## src/rtl/hsid_mse_scan_ctrl.sv

```systemverilog
// hsid_mse_scan_ctrl
// Sequencer for the hsid_mse datapath. On start it streams one pixel vector
// against every library vector, reading both from synchronous band-pack
// memories. It drives the MSE stream handshake, collects the returned results
// and keeps the best (lowest, non-overflowed) match.
// Optional feature: define HSID_MSE_SCAN_PAUSE_EN to add a 'pause' input that
// stalls read issue while in STREAM.
module hsid_mse_scan_ctrl #(
  parameter int WORD_WIDTH        = 32,
  parameter int HSP_BANDS_WIDTH   = 9,
  parameter int HSP_LIBRARY_WIDTH = 8,
  parameter int LIB_ADDR_WIDTH    = HSP_LIBRARY_WIDTH + HSP_BANDS_WIDTH - 1
) (
  input  logic                         clk,
  input  logic                         rst_n,
  input  logic                         start,
  input  logic [HSP_BANDS_WIDTH-1:0]   hsi_bands,
  input  logic [HSP_LIBRARY_WIDTH-1:0] library_size,
`ifdef HSID_MSE_SCAN_PAUSE_EN
  input  logic                         pause,
`endif
  output logic                         busy,
  output logic                         done,
  output logic                         pix_rd_en,
  output logic [HSP_BANDS_WIDTH-2:0]   pix_rd_addr,
  input  logic [WORD_WIDTH-1:0]        pix_rd_data,
  output logic                         lib_rd_en,
  output logic [LIB_ADDR_WIDTH-1:0]    lib_rd_addr,
  input  logic [WORD_WIDTH-1:0]        lib_rd_data,
  output logic                         mse_clear,
  output logic                         band_pack_start,
  output logic                         band_pack_last,
  output logic                         band_pack_valid,
  output logic [WORD_WIDTH-1:0]        band_pack_a,
  output logic [WORD_WIDTH-1:0]        band_pack_b,
  output logic [HSP_LIBRARY_WIDTH-1:0] vctr_ref,
  input  logic [WORD_WIDTH-1:0]        mse_value,
  input  logic [HSP_LIBRARY_WIDTH-1:0] mse_ref,
  input  logic                         mse_valid,
  input  logic                         mse_of,
  output logic [WORD_WIDTH-1:0]        min_mse_value,
  output logic [HSP_LIBRARY_WIDTH-1:0] min_mse_ref,
  output logic [HSP_LIBRARY_WIDTH-1:0] of_count
);

  localparam int PACK_W = HSP_BANDS_WIDTH - 1;

  typedef enum logic [2:0] {
    S_IDLE,
    S_CLEAR,
    S_STREAM,
    S_DRAIN,
    S_DONE
  } state_t;

  state_t state_q, state_d;

  // Scan configuration, frozen for the whole scan
  logic [HSP_BANDS_WIDTH-1:0]   bands_q;
  logic [HSP_LIBRARY_WIDTH-1:0] lsize_q;

  // Issue-side counters
  logic [PACK_W-1:0]            pack_q;
  logic [HSP_LIBRARY_WIDTH-1:0] ref_q;
  logic [LIB_ADDR_WIDTH-1:0]    addr_q;
  logic [HSP_LIBRARY_WIDTH-1:0] res_cnt_q;

  // Beat stage aligned with the memory read data
  logic                         beat_valid_q;
  logic                         beat_start_q;
  logic                         beat_last_q;
  logic [HSP_LIBRARY_WIDTH-1:0] beat_ref_q;

  // Best-match results
  logic [WORD_WIDTH-1:0]        min_q;
  logic [HSP_LIBRARY_WIDTH-1:0] min_ref_q;
  logic [HSP_LIBRARY_WIDTH-1:0] of_cnt_q;

  // Pack count is bands/2; the odd band (LSB) is dropped by the shift.
  logic [HSP_BANDS_WIDTH-1:0] packs;
  logic                       packs_zero;
  logic                       pack_is_last;
  logic                       ref_is_last;
  logic                       issue;
  logic                       collect;

  assign packs        = bands_q >> 1;
  assign packs_zero   = (packs == '0);
  assign pack_is_last = ({1'b0, pack_q} == packs - HSP_BANDS_WIDTH'(1));
  assign ref_is_last  = (ref_q == lsize_q - HSP_LIBRARY_WIDTH'(1));

`ifdef HSID_MSE_SCAN_PAUSE_EN
  assign issue = (state_q == S_STREAM) && !pause;
`else
  assign issue = (state_q == S_STREAM);
`endif

  // Results are only accepted while a scan is actually running.
  assign collect = mse_valid && ((state_q == S_STREAM) || (state_q == S_DRAIN));

  // State register
  always_ff @(posedge clk) begin
    if (!rst_n) state_q <= S_IDLE;
    else        state_q <= state_d;
  end

  // Next-state and control outputs
  always_comb begin
    state_d   = state_q;
    busy      = 1'b0;
    done      = 1'b0;
    mse_clear = 1'b0;
    case (state_q)
      S_IDLE: begin
        if (start) state_d = S_CLEAR;
      end
      S_CLEAR: begin
        busy      = 1'b1;
        mse_clear = 1'b1;
        if (packs_zero || (lsize_q == '0)) state_d = S_DONE;
        else                               state_d = S_STREAM;
      end
      S_STREAM: begin
        busy = 1'b1;
        if (issue && pack_is_last && ref_is_last) state_d = S_DRAIN;
      end
      S_DRAIN: begin
        busy = 1'b1;
        if (res_cnt_q == lsize_q) state_d = S_DONE;
      end
      S_DONE: begin
        done    = 1'b1;
        state_d = S_IDLE;
      end
      default: state_d = S_IDLE;
    endcase
  end

  // Latch the scan configuration when a start is accepted
  always_ff @(posedge clk) begin
    if (!rst_n) begin
      bands_q <= '0;
      lsize_q <= '0;
    end else if ((state_q == S_IDLE) && start) begin
      bands_q <= hsi_bands;
      lsize_q <= library_size;
    end
  end

  // Pack / ref / address / result counters
  always_ff @(posedge clk) begin
    if (!rst_n) begin
      pack_q    <= '0;
      ref_q     <= '0;
      addr_q    <= '0;
      res_cnt_q <= '0;
    end else if (state_q == S_CLEAR) begin
      pack_q    <= '0;
      ref_q     <= '0;
      addr_q    <= '0;
      res_cnt_q <= '0;
    end else begin
      if (issue) begin
        addr_q <= addr_q + LIB_ADDR_WIDTH'(1);
        if (pack_is_last) begin
          pack_q <= '0;
          ref_q  <= ref_q + HSP_LIBRARY_WIDTH'(1);
        end else begin
          pack_q <= pack_q + PACK_W'(1);
        end
      end
      if (collect) res_cnt_q <= res_cnt_q + HSP_LIBRARY_WIDTH'(1);
    end
  end

  // Delay issue-side markers one cycle to line up with the read data
  always_ff @(posedge clk) begin
    if (!rst_n) begin
      beat_valid_q <= 1'b0;
      beat_start_q <= 1'b0;
      beat_last_q  <= 1'b0;
      beat_ref_q   <= '0;
    end else begin
      beat_valid_q <= issue;
      beat_start_q <= issue && (pack_q == '0);
      beat_last_q  <= issue && pack_is_last;
      if (issue) beat_ref_q <= ref_q;
    end
  end

  // Track the minimum MSE; strict compare keeps the earlier ref on ties
  always_ff @(posedge clk) begin
    if (!rst_n) begin
      min_q     <= '1;
      min_ref_q <= '0;
      of_cnt_q  <= '0;
    end else if (state_q == S_CLEAR) begin
      min_q     <= '1;
      min_ref_q <= '0;
      of_cnt_q  <= '0;
    end else if (collect) begin
      if (mse_of) begin
        of_cnt_q <= of_cnt_q + HSP_LIBRARY_WIDTH'(1);
      end else if (mse_value < min_q) begin
        min_q     <= mse_value;
        min_ref_q <= mse_ref;
      end
    end
  end

  assign pix_rd_en       = issue;
  assign lib_rd_en       = issue;
  assign pix_rd_addr     = pack_q;
  assign lib_rd_addr     = addr_q;
  assign band_pack_valid = beat_valid_q;
  assign band_pack_start = beat_start_q;
  assign band_pack_last  = beat_last_q;
  assign vctr_ref        = beat_ref_q;
  assign band_pack_a     = pix_rd_data;
  assign band_pack_b     = lib_rd_data;
  assign min_mse_value   = min_q;
  assign min_mse_ref     = min_ref_q;
  assign of_count        = of_cnt_q;

endmodule

```

## config.mk

```make
export PLATFORM = sky130hd
export DESIGN_NAME = hsid_mse_scan_ctrl
export DESIGN_NICKNAME = d
export VERILOG_FILES = /design/src/rtl/hsid_mse_scan_ctrl.sv
export SDC_FILE = /design/constraint.sdc
export NUM_CORES = 1
export LEC_CHECK = 0
export BUFFER_PORTS_ARGS = -buffer_cell sky130_fd_sc_hd__buf_2
export CAP_MARGIN = 20
export CORE_UTILIZATION = 50
export CTS_CLUSTER_DIAMETER = 200
export DETAILED_ROUTE_END_ITERATION = 10
export PLACE_DENSITY = 0.8
export SLEW_MARGIN = 25
export SYNTH_ARGS = -nofsm -noshare
export SYNTH_HDL_FRONTEND = slang
export SYNTH_SLANG_ARGS = --single-unit
```

## constraint.sdc

```tcl
create_clock -name clk -period 8 [get_ports clk]
set_clock_uncertainty 0.2 [all_clocks]
set_input_delay 0.8 -clock clk [delete_from_list [all_inputs] [get_ports clk]]
set_output_delay 0.8 -clock clk [all_outputs]
set_load 0.005 [all_outputs]
```

* Yosys cells after proc, flatten, opt, wreduce, memory -nomap -nowiden
Index checks and enable logic that the tools add are counted.
** Operators by class
- $add $sub $neg :: 7
- $lt $le $gt $ge :: 1
- Eq/ne operators :: 10
- Mux-type cells :: 9
- Bitwise operators :: 2
- Reductions and logical operators :: 17
** Operators with widths (count)
- $add A8 B1 Y8 const B :: 4
- $lt A32 B32 Y1 :: 1
- $add A16 B1 Y16 const B :: 1
- $eq A8 B8 Y1 :: 2
- $logic_not A8 Y1 :: 2
- $mux W3 :: 4
- $pmux W3 S4 :: 1
- $eq A8 B9 Y1 :: 1
- $logic_not A9 Y1 :: 1
- $sub A8 B1 Y9 const B :: 1
- $mux W8 :: 1
- $sub A8 B1 Y8 const B :: 1
- $eq A3 B2 Y1 const B :: 2
- $reduce_and A3 Y1 :: 2
- $logic_and A1 B1 Y1 :: 5
- $ne A2 B1 Y1 const B :: 2
- $reduce_and A2 Y1 :: 2
- $eq A3 B1 Y1 const B :: 1
- $eq A3 B3 Y1 const B :: 1
- $logic_not A3 Y1 :: 1
- $mux W1 :: 3
- $reduce_or A3 Y1 :: 1
- $logic_or A1 B1 Y1 :: 2
- $ne A2 B2 Y1 const B :: 1
- other kinds (2) :: 3
** Storage, ports and cells
- Bits in registers :: 119
- Input port bits :: 126
- Output and inout port bits :: 152
- Word-level logic and storage cells :: 60

* Longest topological paths before layout
- Depth in word-level cells :: 6
- Gate-level depth with buffers :: 11
- Mapped depth without buffers :: 8

* Least setup slack after synthesis
Ideal clock, no wire load.
- Kind :: input to register
- Start point :: input mse_value[30]
- End point :: register min_ref_q[5], in the netlist min_mse_ref[5]
- Setup time :: 0.123 ns
- Arrival :: 2.726 ns
- Data required time :: 7.677 ns
- Setup slack :: 4.951 ns
- Stages :: 10
- Path buffers :: 3
- Path through :: ha_1 and3_1 o21ai_0 o2111a_1 and3_1 clkbuf_1 buf_2 clkbuf_1 nand4b_1 nand3_1
** Between the ends
- Cells in the longest elaborated chain, start to end :: 2
** RTL lines
- start: declaration :: RTL line 37 : input logic [WORD_WIDTH-1:0] mse_value,
- $lt A32 B32 Y1 :: RTL line 204 : end else if (mse_value < min_q) begin
- $reduce_and A3 Y1 (no line)
- end signal: assignment :: RTL line 206 : min_ref_q <= mse_ref;
- end: declaration :: RTL line 76 : logic [HSP_LIBRARY_WIDTH-1:0] min_ref_q;
No other way between the ends.
A chain may end at the register's enable or synchronous reset.

* Worst setup path in the final report
- Start point :: input mse_value[30]
- End point :: register min_q[29], in the netlist min_mse_value[29]
** Between the ends
- Cells in the longest elaborated chain, start to end :: 2
** RTL lines
- $lt A32 B32 Y1 :: RTL line 204
- $reduce_and A3 Y1 (no line)
- end signal: assignment :: RTL line 205 : min_q <= mse_value;
- end: declaration :: RTL line 75 : logic [WORD_WIDTH-1:0] min_q;
No other way between the ends.

==> impl_metrics.tcl <==
set metrics [dict create \
    outcome "complete, no violations" \
    dr_total_vias 7498 \
    grt_pass1_wl_um 32900 \
    die_h_um 128 \
    fill_cells 1406 \
    crit_path_max_incr_delay_ns 0.51 \
    final_util_pct 58.2 \
    critPathLaunchType "input pin" \
    drive_gt1_share_pct 19.4 \
    cts_setup_buffers 0 \
    mostFrequentLayoutCell "buf_2" \
    grt_pass1_vias 6903 \
    cts.path.max_buffers 2 \
    ir_drop_uv 120 \
    finalCriticalPeriod_ns 3.27 \
    cts_max_level 4 \
    multi_input_area_mm2 0.00472 \
    drtAntennaViolNets 0 \
    required_ns 8.09 \
    endpoint_kind "flip-flop" \
    synth_cells 1014 \
    numClockSinks 118 \
    hold_violations 0 \
    yosysSeqAreaShare_pct 29.6 \
    final_nets 1215 \
    placement_rows 45 \
    numCtsBuffers 17 \
    insertion_delay_ns 0.41 \
    holdBufCountCts 0 \
    place_inst 1241 \
    fin_setup_tns_ns 0 \
    reg2reg_slack_ns 4.84 \
    dp_hpwl_um 13000 \
    setup_viol 0 \
    slew_viol_final 0 \
    globalRouteOverflowTotal 0 \
    async_flop_share_pct 0 \
    synth_flop_cell "dfxtp_1" \
    ys_ff_latch 118 \
    io_buffers 148 \
    path_buf_inv 2 \
    fin_cells 1274 \
    clkSlewWorstSetupHoldPaths_ns 0.06 \
    rsz0062_at_grt "no" \
    hold_path.class "flip-flop to flip-flop" \
    p_leak_nw 3.73 \
    die_area_mm2 0.0165 \
    area_delta_synth_final_pct 12.0 \
    crit_fanout 35 \
    fin_crit_sh_pct 40.9 \
    crit_family "compound AO/OA/AOI/OAI gates" \
    seq_area_mm2 0.00236 \
    viasPerCell 5.89 \
    layout_common_cells "buf_2, dfxtp_1, nor2_1, nand2_1, o211ai_1" \
    die_w_um 128 \
    synth_edf_count 0 \
    synth.avg_cell_area_um2 7.88 \
    initial_utilization_pct 52.0 \
    cts_tree "yes" \
    worst_slew_pin_slew_ns 0.895 \
    arrival_ns 3.36 \
    wl_per_cell_um 15.8 \
    powerDensity_mw_per_mm2 185 \
    cts_root_buffer "clkbuf_16" \
    grt.total_usage_pct 24.7 \
    initialDrtViolationCount 544 \
    drcViolationCount 0 \
    critical_path_class "input pin to flip-flop" \
    synth_nets 1180 \
    yosys_warnings 0 \
    cts-resized-gates 0 \
    syn-cell-area_mm2 0.00799 \
    io-pin-count 278 \
    routabilityCongestion 0.833 \
    drtPass1Iterations 7 \
    fmaxAchievable_mhz 306 \
    yosysUniqueCellTypes 61 \
    grt_max_degree 80 \
    crit_chain "buf_2 > ha_1 > a21o_1 > o21ai_0 > o2111a_1 > and3_2 > buf_4 > mux2i_1 > nor2_1" \
    critPathSlowestCell "buf_4" \
    antenna_found_initial 1 \
    routed_wl_um 20200 \
    coreArea_mm2 0.0154 \
    drv_cap 0 \
    relSlewSlack_pct 40.2 \
]
[tightest hold or removal path, delay by kind of cell (launching register included)]
kind	cells	cell delay, ns
AOI/OAI and AO/OA	1	0.06
and+or+nand+nor	1	0.04
DFF	1	0.30
[cells in the mapped netlist, types with 21 or more instances]
cell type | instances | area share, %
mux2i_1 | 37 | 4.6
nor2_1 | 113 | 5.3
a21oi_1 | 22 | 1.4
xor2_1 | 37 | 4.1
dfxtp_1 | 118 | 30
buf_4 | 66 | 6.2
nand2_1 | 87 | 4.1
nand3_1 | 58 | 3.6
o41ai_1 | 33 | 3.6
clkbuf_1 | 69 | 3.2
inv_1 | 43 | 2.0
nand4_1 | 26 | 2.0
ha_1 | 40 | 6.3
xnor2_1 | 21 | 2.3
nor3_1 | 24 | 1.5
o211ai_1 | 67 | 6.3
[layout make-up]
| class | instances | area share (%) |
|---|---|---|
| multi-input cells | 710 | 52.7 |
| flip-flops and latches | 118 | 26.4 |
| repair buffers | 158 | 9.12 |
| clock buffers | 17 | 4.76 |
| well taps | 211 | 2.95 |
| clock inverters | 15 | 2.15 |
| inverters | 44 | 1.85 |
| diodes | 1 | 0.0280 |
[registers in the layout (all words and copies together), names as in the netlist]
| register | flops |
|---|---|
| band_pack_last | 1 |
| band_pack_start | 1 |
| band_pack_valid | 1 |
| bands_q | 8 |
| lib_rd_addr | 16 |
| lsize_q | 8 |
| min_mse_ref | 8 |
| min_mse_value | 32 |
| of_count | 8 |
| pix_rd_addr | 8 |
| ref_q | 8 |
| res_cnt_q | 8 |
| state_q | 3 |
| vctr_ref | 8 |
[per-stage QoR]
| step | hold slack (ns) | instance area [µm²] | power [mW] | setup WS, ns |
|---|---|---|---|---|
| floorplan | 0.260 | 7990 | 0.823 | 4.95 |
| global placement | 0.249 | 8330 | 0.860 | 4.34 |
| detailed placement | 0.258 | 8330 | 0.863 | 4.33 |
| CTS | 0.266 | 8940 | 1.67 | 4.74 |
| global route | 0.298 | 8940 | 1.73 | 4.50 |
| finish | 0.259 | 8950 | 1.66 | 4.73 |
[per-layer routing]
metal  vias to the layer above  share of wire [%]  track usage [%]
met4                         0                1.2             7.40
met5                         -                  0                0
met1                      3496                 43             30.4
met2                       324                 47             40.8
li1                       3645                  -                -
met3                        33                8.3             8.07
[report_power, final]
group | total [mW] | switching [mW] | leakage [nW] | internal [mW]
clock | 0.801 | 0.303 | 0.301 | 0.498
combinational | 0.228 | 0.140 | 2.48 | 0.0875
sequential | 0.626 | 0.0219 | 0.955 | 0.604
total | 1.66 | 0.466 | 3.73 | 1.19
[worst paths after layout]
path              cells after the start                           start                        endpoint
setup / recovery                      9                   mse_value[30]  min_mse_value[29]$_SDFFE_PP1P_
hold / removal                        2        vctr_ref[1]$_SDFFE_PN0P_        vctr_ref[1]$_SDFFE_PN0P_
setup reg to reg                      9  min_mse_value[30]$_SDFFE_PP1P_  min_mse_value[29]$_SDFFE_PP1P_
hold reg to reg                       2        vctr_ref[1]$_SDFFE_PN0P_        vctr_ref[1]$_SDFFE_PN0P_
[logic make-up after synthesis]
group | after synthesis | share of synthesized area [%]
adders and majority gates | 40 | 6.26
DFF | 118 | 29.6
xor gates and xnor gates | 59 | 6.64
muxes | 37 | 4.64
and+or+nand+nor | 374 | 22.5
buffers and inverters | 186 | 12.0
AOI/OAI and AO/OA | 200 | 18.4
Note: power is estimated with default switching activity, not from simulation.
